## src/rtl/seven_seg_pkg.sv

```systemverilog
// Shared types and constants for the fixed-point seven-segment display:
// digit codes, active-low segment patterns, FSM states and BCD sizing.
package seven_seg_pkg;

  typedef logic [3:0] digit_t;

  localparam digit_t DIG_DASH  = 4'd10;
  localparam digit_t DIG_BLANK = 4'd11;

  // Active-low, bit order gfedcba.
  localparam logic [6:0] SEG_0     = 7'b1000000;
  localparam logic [6:0] SEG_1     = 7'b1111001;
  localparam logic [6:0] SEG_2     = 7'b0100100;
  localparam logic [6:0] SEG_3     = 7'b0110000;
  localparam logic [6:0] SEG_4     = 7'b0011001;
  localparam logic [6:0] SEG_5     = 7'b0010010;
  localparam logic [6:0] SEG_6     = 7'b0000010;
  localparam logic [6:0] SEG_7     = 7'b1111000;
  localparam logic [6:0] SEG_8     = 7'b0000000;
  localparam logic [6:0] SEG_9     = 7'b0010000;
  localparam logic [6:0] SEG_DASH  = 7'b0111111;
  localparam logic [6:0] SEG_BLANK = 7'b1111111;

  typedef enum logic [1:0] {
    IDLE,
    CONV_WHOLE,
    CONV_FRAC,
    PACK
  } state_e;

  // ceil(bits * log10(2)) in integer arithmetic.
  function automatic int bcd_digits(input int bits);
    return (bits * 30103 + 99999) / 100000;
  endfunction

  function automatic logic [6:0] seg_encode(input digit_t d);
    case (d)
      4'd0:     return SEG_0;
      4'd1:     return SEG_1;
      4'd2:     return SEG_2;
      4'd3:     return SEG_3;
      4'd4:     return SEG_4;
      4'd5:     return SEG_5;
      4'd6:     return SEG_6;
      4'd7:     return SEG_7;
      4'd8:     return SEG_8;
      4'd9:     return SEG_9;
      DIG_DASH: return SEG_DASH;
      default:  return SEG_BLANK;
    endcase
  endfunction

endpackage

```

## src/rtl/seven_segment_fixed_display_seq_bin2bcd.sv

```systemverilog
// Sequential double-dabble: start performs the first add-3/shift step, then one
// step per cycle; done is high whenever no iterations remain.
module seq_bin2bcd
  import seven_seg_pkg::*;
#(
  parameter int IN_W   = 7,
  parameter int DIGITS = bcd_digits(IN_W),
  parameter int NB_W   = $clog2(IN_W + 1)
) (
  input  logic                  clk,
  input  logic                  rst,
  input  logic                  start,
  input  logic [IN_W-1:0]       bin,
  input  logic [NB_W-1:0]       nbits,
  output logic                  done,
  output logic [4*DIGITS-1:0]   bcd
);

  localparam int SR_W = 4 * DIGITS + IN_W;

  logic [SR_W-1:0] sr_q, sr_d;
  logic [NB_W-1:0] cnt_q, cnt_d;

  function automatic logic [SR_W-1:0] dabble(input logic [SR_W-1:0] sr);
    logic [SR_W-1:0] t;
    t = sr;
    for (int d = 0; d < DIGITS; d++) begin
      if (t[IN_W+4*d +: 4] >= 4'd5) t[IN_W+4*d +: 4] = t[IN_W+4*d +: 4] + 4'd3;
    end
    return t << 1;
  endfunction

  // NOTE: every always_comb output gets a default first, so no path can infer a latch.
  always_comb begin
    sr_d  = sr_q;
    cnt_d = cnt_q;
    if (start) begin
      sr_d  = dabble({{(4 * DIGITS){1'b0}}, bin});
      cnt_d = nbits - NB_W'(1);
    end else if (cnt_q != '0) begin
      sr_d  = dabble(sr_q);
      cnt_d = cnt_q - NB_W'(1);
    end
  end

  // NOTE: state is only ever written here with <=; next-state math stays blocking in always_comb.
  always_ff @(posedge clk or posedge rst) begin
    if (rst) begin
      sr_q  <= '0;
      cnt_q <= '0;
    end else begin
      sr_q  <= sr_d;
      cnt_q <= cnt_d;
    end
  end

  assign done = (cnt_q == '0);
  assign bcd  = sr_q[SR_W-1 -: 4*DIGITS];

endmodule

```

## src/rtl/seven_segment_fixed_display.sv

```systemverilog
// Signed fixed-point display: converts whole and fraction parts to BCD with one
// shared converter, packs a digit buffer and scans it onto common-anode digits.
module seven_segment_fixed_display
  import seven_seg_pkg::*;
#(
  parameter int WHOLE_W     = 7,
  parameter int FRAC_W      = 7,
  parameter int NUM_DIGITS  = 4,
  parameter int FRAC_DIGITS = 2,
  parameter int REFRESH_DIV = 100000
) (
  input  logic                  clock_100Mhz,
  input  logic                  reset,
  input  logic                  load,
  input  logic [WHOLE_W-1:0]    whole_number,
  input  logic [FRAC_W-1:0]     fraction_number,
  input  logic                  sign,
  output logic                  busy,
  output logic                  overflow,
  output logic [NUM_DIGITS-1:0] anode,
  output logic [6:0]            segment,
  output logic                  dp
);

  localparam int CONV_W = (WHOLE_W > FRAC_W) ? WHOLE_W : FRAC_W;
  localparam int CONV_D = bcd_digits(CONV_W);
  localparam int NB_W   = $clog2(CONV_W + 1);
  localparam int WD     = bcd_digits(WHOLE_W);
  localparam int PAD_W  = 4 * (CONV_D + NUM_DIGITS);
  localparam int CNT_W  = (REFRESH_DIV > 1) ? $clog2(REFRESH_DIV) : 1;
  localparam int IDX_W  = (NUM_DIGITS > 1) ? $clog2(NUM_DIGITS) : 1;
  localparam logic [31:0] FRAC_LIMIT = 32'(10 ** FRAC_DIGITS);

  state_e              state_q, state_d;
  logic [FRAC_W-1:0]   frac_q, frac_d;
  logic                sign_q, sign_d;
  logic [4*WD-1:0]     whole_bcd_q, whole_bcd_d;
  logic                busy_q, busy_d, ovf_q, ovf_d, point_q, point_d;
  digit_t              buf_q [NUM_DIGITS];
  digit_t              buf_d [NUM_DIGITS];
  digit_t              pack_buf [NUM_DIGITS];
  logic                pack_ovf, minus;
  int                  sig;
  logic [PAD_W-1:0]    whole_pad, frac_pad;

  logic                conv_start, conv_done;
  logic [CONV_W-1:0]   conv_bin;
  logic [NB_W-1:0]     conv_nbits;
  logic [4*CONV_D-1:0] conv_bcd;

  logic [CNT_W-1:0]      cnt_q, cnt_d;
  logic [IDX_W-1:0]      idx_q, idx_d;
  logic [NUM_DIGITS-1:0] anode_q, anode_d;
  logic [6:0]            seg_q, seg_d;
  logic                  dp_q, dp_d;

  seq_bin2bcd #(.IN_W(CONV_W), .DIGITS(CONV_D), .NB_W(NB_W)) u_bin2bcd (
    .clk   (clock_100Mhz),
    .rst   (reset),
    .start (conv_start),
    .bin   (conv_bin),
    .nbits (conv_nbits),
    .done  (conv_done),
    .bcd   (conv_bcd)
  );

  // Packing reads the fraction BCD straight off the idle converter during PACK.
  always_comb begin
    whole_pad = PAD_W'(whole_bcd_q);
    frac_pad  = PAD_W'(conv_bcd);
    sig = 1;
    for (int k = 1; k < WD; k++) begin
      if (whole_bcd_q[4*k +: 4] != 4'd0) sig = k + 1;
    end
    minus    = sign_q && ((whole_bcd_q != '0) || (frac_q != '0));
    pack_ovf = (sig + (minus ? 1 : 0) > NUM_DIGITS - FRAC_DIGITS) ||
               (32'(frac_q) >= FRAC_LIMIT);
    for (int i = 0; i < NUM_DIGITS; i++) pack_buf[i] = DIG_BLANK;
    for (int i = 0; i < FRAC_DIGITS; i++) pack_buf[i] = frac_pad[4*i +: 4];
    for (int k = 0; k < NUM_DIGITS - FRAC_DIGITS; k++) begin
      if (k < sig)                pack_buf[FRAC_DIGITS+k] = whole_pad[4*k +: 4];
      else if (minus && k == sig) pack_buf[FRAC_DIGITS+k] = DIG_DASH;
    end
    if (pack_ovf) begin
      for (int i = 0; i < NUM_DIGITS; i++) pack_buf[i] = DIG_DASH;
    end
  end

  always_comb begin
    state_d     = state_q;
    frac_d      = frac_q;
    sign_d      = sign_q;
    whole_bcd_d = whole_bcd_q;
    busy_d      = busy_q;
    ovf_d       = ovf_q;
    point_d     = point_q;
    buf_d       = buf_q;
    conv_start  = 1'b0;
    conv_bin    = CONV_W'(whole_number) << (CONV_W - WHOLE_W);
    conv_nbits  = NB_W'(WHOLE_W);
    case (state_q)
      IDLE: if (load) begin
        frac_d     = fraction_number;
        sign_d     = sign;
        conv_start = 1'b1;
        busy_d     = 1'b1;
        state_d    = CONV_WHOLE;
      end
      CONV_WHOLE: if (conv_done) begin
        whole_bcd_d = conv_bcd[4*WD-1:0];
        conv_start  = 1'b1;
        conv_bin    = CONV_W'(frac_q) << (CONV_W - FRAC_W);
        conv_nbits  = NB_W'(FRAC_W);
        state_d     = CONV_FRAC;
      end
      CONV_FRAC: if (conv_done) state_d = PACK;
      PACK: begin
        buf_d   = pack_buf;
        ovf_d   = pack_ovf;
        point_d = !pack_ovf;
        busy_d  = 1'b0;
        state_d = IDLE;
      end
      default: state_d = IDLE;
    endcase
  end

  // Scan path is free-running and only reads the committed buffer, so a
  // conversion in flight never tears the display.
  always_comb begin
    cnt_d = (cnt_q == CNT_W'(REFRESH_DIV - 1)) ? '0 : cnt_q + CNT_W'(1);
    idx_d = idx_q;
    if (cnt_q == CNT_W'(REFRESH_DIV - 1))
      idx_d = (idx_q == IDX_W'(NUM_DIGITS - 1)) ? '0 : idx_q + IDX_W'(1);
    anode_d = ~(NUM_DIGITS'(1) << idx_q);
    seg_d   = seg_encode(buf_q[idx_q]);
    dp_d    = !(point_q && (idx_q == IDX_W'(FRAC_DIGITS)));
  end

  always_ff @(posedge clock_100Mhz or posedge reset) begin
    if (reset) begin
      state_q     <= IDLE;
      frac_q      <= '0;
      sign_q      <= 1'b0;
      whole_bcd_q <= '0;
      busy_q      <= 1'b0;
      ovf_q       <= 1'b0;
      point_q     <= 1'b0;
      // NOTE: the digit buffer is a handful of plain flops, not a RAM, so it takes the reset and comes up blank.
      for (int i = 0; i < NUM_DIGITS; i++) buf_q[i] <= DIG_BLANK;
      cnt_q       <= '0;
      idx_q       <= '0;
      anode_q     <= '1;
      seg_q       <= SEG_BLANK;
      dp_q        <= 1'b1;
    end else begin
      state_q     <= state_d;
      frac_q      <= frac_d;
      sign_q      <= sign_d;
      whole_bcd_q <= whole_bcd_d;
      busy_q      <= busy_d;
      ovf_q       <= ovf_d;
      point_q     <= point_d;
      buf_q       <= buf_d;
      cnt_q       <= cnt_d;
      idx_q       <= idx_d;
      anode_q     <= anode_d;
      seg_q       <= seg_d;
      dp_q        <= dp_d;
    end
  end

  assign busy     = busy_q;
  assign overflow = ovf_q;
  assign anode    = anode_q;
  assign segment  = seg_q;
  assign dp       = dp_q;

endmodule
```

## config.mk

```make
export PLATFORM = sky130hd
export DESIGN_NAME = seven_segment_fixed_display
export DESIGN_NICKNAME = d
export VERILOG_FILES = /design/src/rtl/seven_seg_pkg.sv /design/src/rtl/seven_segment_fixed_display_seq_bin2bcd.sv /design/src/rtl/seven_segment_fixed_display.sv
export SDC_FILE = /design/constraint.sdc
export NUM_CORES = 1
export LEC_CHECK = 0
export CORE_ASPECT_RATIO = 0.8
export CORE_MARGIN = 1.5
export CORE_UTILIZATION = 30
export CTS_CLUSTER_DIAMETER = 120
export DETAILED_ROUTE_END_ITERATION = 6
export PLACE_DENSITY = 0.43
export SLEW_MARGIN = 20
export SYNTH_ARGS = -nofsm -noshare
export SYNTH_HDL_FRONTEND = slang
export SYNTH_HIERARCHICAL = 1
export SYNTH_SLANG_ARGS = --single-unit
```

## constraint.sdc

```tcl
create_clock -name clock_100Mhz -period 6.9 [get_ports clock_100Mhz]
set_clock_uncertainty 0.05 [all_clocks]
set_input_delay 1.035 -clock clock_100Mhz [delete_from_list [all_inputs] [get_ports clock_100Mhz]]
set_output_delay 1.035 -clock clock_100Mhz [all_outputs]
set_load 0.02 [all_outputs]
```

==> impl_results.html <==
<table>
<tr><th>Metric</th><th>Value</th></tr>
<tr><th colspan="2">CTS</th></tr>
<tr><td>Clock Root Buffer</td><td>sky130_fd_sc_hd__clkbuf_16</td></tr>
<tr><td>TritonCTS sink count</td><td>93</td></tr>
<tr><td>Clock-pin slew of the registers on the worst-case setup and hold paths</td><td>0.07 ns</td></tr>
<tr><td>Clock buffers created by TritonCTS</td><td>9</td></tr>
<tr><td>Post-CTS Setup Bufs</td><td>0</td></tr>
<tr><td>Cts-stage hold buffer count</td><td>0</td></tr>
<tr><td>Post-cts resize count</td><td>0</td></tr>
<tr><td>Clock latency reported for the late side of the worst-skew pair</td><td>0.35 ns</td></tr>
<tr><td>Maximum clock insertion buffer count</td><td>2</td></tr>
<tr><td>H-tree depth</td><td>3</td></tr>
<tr><td>CTS tree</td><td>built</td></tr>
<tr><th colspan="2">Floorplanning</th></tr>
<tr><td>Core area</td><td>15800 sq um</td></tr>
<tr><td>Cell row count</td><td>41</td></tr>
<tr><td>Effective utilization at floorplan</td><td>30.7%</td></tr>
<tr><td>Die Span X</td><td>145 um</td></tr>
<tr><td>Top-level port count</td><td>32</td></tr>
<tr><td>DIE AREA</td><td>16900 sq um</td></tr>
<tr><td>Die boundary height</td><td>117 um</td></tr>
<tr><th colspan="2">Finish</th></tr>
<tr><td>Area added between synthesis and finish</td><td>15.4%</td></tr>
<tr><td>Area taken by multi-input logic gates</td><td>2170 sq um</td></tr>
<tr><td>Net count, final</td><td>491</td></tr>
<tr><td>Leading cell type in the layout, fill and taps excluded</td><td>sky130_fd_sc_hd__dfrtp_1</td></tr>
<tr><td>Layout filler cell count</td><td>1580</td></tr>
<tr><td>Commonest cells after routing, fill and taps aside</td><td>sky130_fd_sc_hd__dfrtp_1 (69), sky130_fd_sc_hd__nand2_1 (32), sky130_fd_sc_hd__clkdlybuf4s50_1 (31), sky130_fd_sc_hd__mux2_2 (30), sky130_fd_sc_hd__inv_1 (28)</td></tr>
<tr><td>Area used by sequential logic in the layout</td><td>2360 sq um</td></tr>
<tr><td>Share of cells above drive strength 1</td><td>19.2%</td></tr>
<tr><td>Antenna cell count</td><td>0</td></tr>
<tr><th colspan="2">Place</th></tr>
<tr><td>GPL Wtd Cong</td><td>0.739</td></tr>
<tr><td>Pre-CTS setup slack</td><td>3.55 ns</td></tr>
<tr><td>Count of buffers inserted at the top-level ports</td><td>31</td></tr>
<tr><td>HPWL after detailed placement</td><td>6800 um</td></tr>
<tr><th colspan="2">Power</th></tr>
<tr><td>Pwr dens</td><td>417 nW/um^2</td></tr>
<tr><td>Clock power share</td><td>24.8%</td></tr>
<tr><td>Switching pwr</td><td>0.000813 W</td></tr>
<tr><td>Part of the total power dissipated in combinational logic</td><td>36.8%</td></tr>
<tr><td>Peak VDD IR</td><td>0.148 mV</td></tr>
<tr><td>Leakage</td><td>2.36 nW</td></tr>
<tr><td>Part of the power in registers</td><td>38.4%</td></tr>
<tr><td>Net switching share of the total power</td><td>34.8%</td></tr>
<tr><td>Internal Pwr Total</td><td>0.00152 W</td></tr>
<tr><th colspan="2">Route</th></tr>
<tr><td>Via count</td><td>3098</td></tr>
<tr><td>Mean routed wirelength per cell</td><td>14.6 um</td></tr>
<tr><td>First-pass DRT Iterations</td><td>4</td></tr>
<tr><td>Routed via count divided by cell count</td><td>4.63</td></tr>
<tr><td>DRC violations left</td><td>0</td></tr>
<tr><td>Count of routing violations after the opening detailed-route iteration</td><td>161</td></tr>
<tr><td>Remaining number of nets flagged by the antenna check after routing</td><td>0</td></tr>
<tr><td>Routed WL</td><td>9780 um</td></tr>
<tr><th colspan="2">Status</th></tr>
<tr><td>Outcome</td><td>completed</td></tr>
<tr><th colspan="2">Synthesis</th></tr>
<tr><td>Post-synthesis average cell area</td><td>11.3 sq um</td></tr>
<tr><td>Portion of synthesized cell area occupied by the leading cell type</td><td>35.6%</td></tr>
<tr><td>Most common flop cell mapped by yosys</td><td>sky130_fd_sc_hd__dfrtp_1</td></tr>
<tr><td>Number of instances in the synthesized netlist</td><td>429</td></tr>
<tr><td>Count of different cell masters after synthesis</td><td>55</td></tr>
<tr><td>Yosys reg bits</td><td>93</td></tr>
<tr><td>Synth area leaders</td><td>sky130_fd_sc_hd__dfrtp_1 (36%), sky130_fd_sc_hd__dfstp_2 (13%), sky130_fd_sc_hd__mux2_2 (7.0%)</td></tr>
<tr><td>Warnings, synthesis</td><td>6</td></tr>
<tr><td>Library cell occupying the most area in the post-synthesis netlist</td><td>sky130_fd_sc_hd__dfrtp_1</td></tr>
<tr><td>Fraction of registers with async set/reset</td><td>100%</td></tr>
<tr><td>Number of enable flip-flop cells after synthesis</td><td>0</td></tr>
<tr><td>Area of the mapped netlist</td><td>4850 sq um</td></tr>
<tr><td>Part of the Yosys area used for sequential elements</td><td>48.6%</td></tr>
<tr><th colspan="2">STA</th></tr>
<tr><td>Clock period minus final worst setup slack</td><td>3.31 ns</td></tr>
<tr><td># setup viols final</td><td>0</td></tr>
<tr><td>Final number of max-transition violations</td><td>0</td></tr>
<tr><td>Endpoints failing hold</td><td>0</td></tr>
<tr><td>RSZ-0062 raised after global routing</td><td>no</td></tr>
<tr><td>Transition time at the pin with the least slew margin</td><td>0.927 ns</td></tr>
<tr><td>Maximum achievable frequency</td><td>0.302 GHz</td></tr>
<tr><td>Fin Setup TNS</td><td>0 ns</td></tr>
<tr><td>Post-route setup slack</td><td>3.59 ns</td></tr>
<tr><td>Final worst path period share</td><td>48.0%</td></tr>
<tr><td>Worst slew margin</td><td>38.2%</td></tr>
<tr><th colspan="2">Setup path</th></tr>
<tr><td>Cell family contributing the most delay on the critical path</td><td>simple AND/OR/NAND/NOR gates</td></tr>
<tr><td>Crit end category</td><td>flop</td></tr>
<tr><td>Number of logic stages on the critical path including buffering</td><td>9</td></tr>
<tr><td>Number of cells traversed by the worst register-to-register path</td><td>9</td></tr>
<tr><td>Crit-path max cell delay</td><td>0.70 ns</td></tr>
<tr><td>Slowest cell on the critical path</td><td>sky130_fd_sc_hd__or3_1</td></tr>
<tr><td>Path type of the worst setup path</td><td>reg2reg</td></tr>
<tr><td>Crit Reg-Reg Startpoint</td><td>u_bin2bcd/cnt_q[1]</td></tr>
<tr><td>Category of the worst setup path launch point</td><td>flop</td></tr>
<tr><td>Required arrival time at the worst endpoint</td><td>7.11 ns</td></tr>
<tr><td>Data arrival time of the worst path</td><td>3.53 ns</td></tr>
<tr><td>Critical-path cell list</td><td>or3_1, inv_8, nand2_1, nand2_1, buf_4, mux2i_1, ha_1, xnor2_1, o31ai_1</td></tr>
<tr><td>Reg2reg setup slack</td><td>3.59 ns</td></tr>
<tr><td>Largest fanout on the critical path</td><td>39</td></tr>
<tr><td>CP most frequent cell</td><td>sky130_fd_sc_hd__nand2_1</td></tr>
<tr><td>Buffers &amp; Inverters on Critical Path</td><td>2</td></tr>
<tr><td>Critical register-to-register path endpoint</td><td>u_bin2bcd/cnt_q[2]</td></tr>
<tr><th colspan="2">Min path</th></tr>
<tr><td>Source of the worst hold timing path</td><td>point_q</td></tr>
<tr><td>HP Class</td><td>reg2reg</td></tr>
<tr><td>Endpoint, Worst Hold</td><td>dp</td></tr>
<tr><td>Hold depth</td><td>1</td></tr>
<tr><th colspan="2">GRT</th></tr>
<tr><td>Global-route wire length before repair</td><td>16300 um</td></tr>
<tr><td>Maximum number of pins on one net before global-route repair</td><td>73</td></tr>
<tr><td>Global-route usage over all layers</td><td>12.4%</td></tr>
<tr><td>Number of global-route vias before repair</td><td>3117</td></tr>
<tr><td>Number of antenna violations at the first check in global routing</td><td>0</td></tr>
<tr><td>Total overflow reported by the global router</td><td>0</td></tr>
<tr><th colspan="2">Flow run</th></tr>
<tr><td>Count of maximum capacitance violations</td><td>0</td></tr>
</table>
-- registers in the layout, indices dropped and copies added (netlist names) --
register         flops
segment              7
frac_q               7
dp                   1
state_q              2
sign_q               1
buf_q               16
u_bin2bcd/cnt_q      3
point_q              1
busy                 1
anode                4
whole_bcd_q         12
cnt_q               17
idx_q                2
u_bin2bcd/sr_q      18
overflow             1
-- cells in the mapped netlist (7+ instances only) --
master and n:
sky130_fd_sc_hd__dfrtp_1 69, sky130_fd_sc_hd__nor2_1 26, sky130_fd_sc_hd__nand2_1 32, sky130_fd_sc_hd__nor4_1 8
sky130_fd_sc_hd__nand3_1 10, sky130_fd_sc_hd__nor2b_1 12, sky130_fd_sc_hd__o22a_1 9, sky130_fd_sc_hd__or3_1 12
sky130_fd_sc_hd__clkbuf_1 7, sky130_fd_sc_hd__o21ai_0 7, sky130_fd_sc_hd__buf_4 13, sky130_fd_sc_hd__mux2_2 30
sky130_fd_sc_hd__inv_1 29, sky130_fd_sc_hd__a22o_1 7, sky130_fd_sc_hd__dfstp_2 24, sky130_fd_sc_hd__xnor2_1 15
sky130_fd_sc_hd__ha_1 24, sky130_fd_sc_hd__mux2i_1 11
-- cell type report --
type                            count  area share, %
Clock buffer                       10           4.27
Clock inverter                      6           1.97
Inverter                           32           2.28
Multi-Input combinational cell    280           38.7
Sequential cell                    93           42.1
Tap cell                          215           4.81
Timing Repair Buffer               33           5.81
-- metal layers --
layer  track usage, %  vias up  wire (um)  part of all wire (%)
met5                0        -          0                     0
met4             4.69        0        147                   1.5
met3             3.67       12        361                   3.7
met2             19.0       39       4290                    44
met1             16.7     1517       4980                    51
li1                 -     1530          -                     -
-- worst register-to-register path, cell delays in order, from the launching register on --
cell and delay [ns]:
sky130_fd_sc_hd__dfrtp_1 0.38, sky130_fd_sc_hd__or3_1 0.70, sky130_fd_sc_hd__inv_8 0.28, sky130_fd_sc_hd__nand2_1 0.53, sky130_fd_sc_hd__nand2_1 0.20, sky130_fd_sc_hd__buf_4 0.37, sky130_fd_sc_hd__mux2i_1 0.16, sky130_fd_sc_hd__ha_1 0.25
sky130_fd_sc_hd__xnor2_1 0.14, sky130_fd_sc_hd__o31ai_1 0.19
-- per-stage QoR --
| step | hold WS, ns | total power (W) | cell area, sq um | utilization [%] | instances |
|---|---|---|---|---|---|
| 2_1_floorplan | 0.326 | 0.00160 | 4860 | - | 431 |
| 3_3_place_gp | 0.365 | 0.00176 | 5250 | 33.2 | 653 |
| 3_5_place_dp | 0.364 | 0.00177 | 5250 | 33.2 | 653 |
| 4_1_cts | 0.374 | 0.00237 | 5600 | 35.4 | 669 |
| 5_1_grt | 0.381 | 0.00251 | 5600 | 35.4 | 669 |
| 6_report | 0.360 | 0.00234 | 5600 | 35.4 | 669 |
-- cells by family (layout without fill, tap and decap cells) --
logic type | after synthesis | after routing | synth area share, %
AOI/OAI and AO/OA | 65 | 65 | 10.2
xor gates and xnor gates | 21 | 21 | 3.79
adders and majority gates | 24 | 24 | 6.19
buffers and inverters | 58 | 81 | 6.81
DFF | 93 | 93 | 48.6
muxes | 47 | 47 | 11.8
other | 1 | 3 | 0.0773
and+or+nand+nor | 120 | 120 | 12.5
-- how the worst max path moves through the flow --
stage,startpoint,end,slack [ns]
5_1_grt,u_bin2bcd/cnt_q[1],u_bin2bcd/cnt_q[2],3.30
2_1_floorplan,reset,buf_q[10],4.03
4_1_cts,u_bin2bcd/cnt_q[1],u_bin2bcd/cnt_q[2],3.57
3_3_place_gp,load,u_bin2bcd/cnt_q[2],3.67
6_report,u_bin2bcd/cnt_q[1],u_bin2bcd/cnt_q[2],3.59
3_5_place_dp,u_bin2bcd/cnt_q[1],u_bin2bcd/cnt_q[2],3.55
-- power by group through the flow --
stage	clock network (W)	logic [W]	registers [W]
after global routing	0.000622	0.000970	0.000922
after CTS	0.000598	0.000869	0.000903
after floorplan	0	0.000718	0.000881
after detailed placement	0	0.000863	0.000912
after global placement	0	0.000851	0.000910
final	0.000580	0.000859	0.000896
No activity file was read; power rests on OpenSTA's default activity.
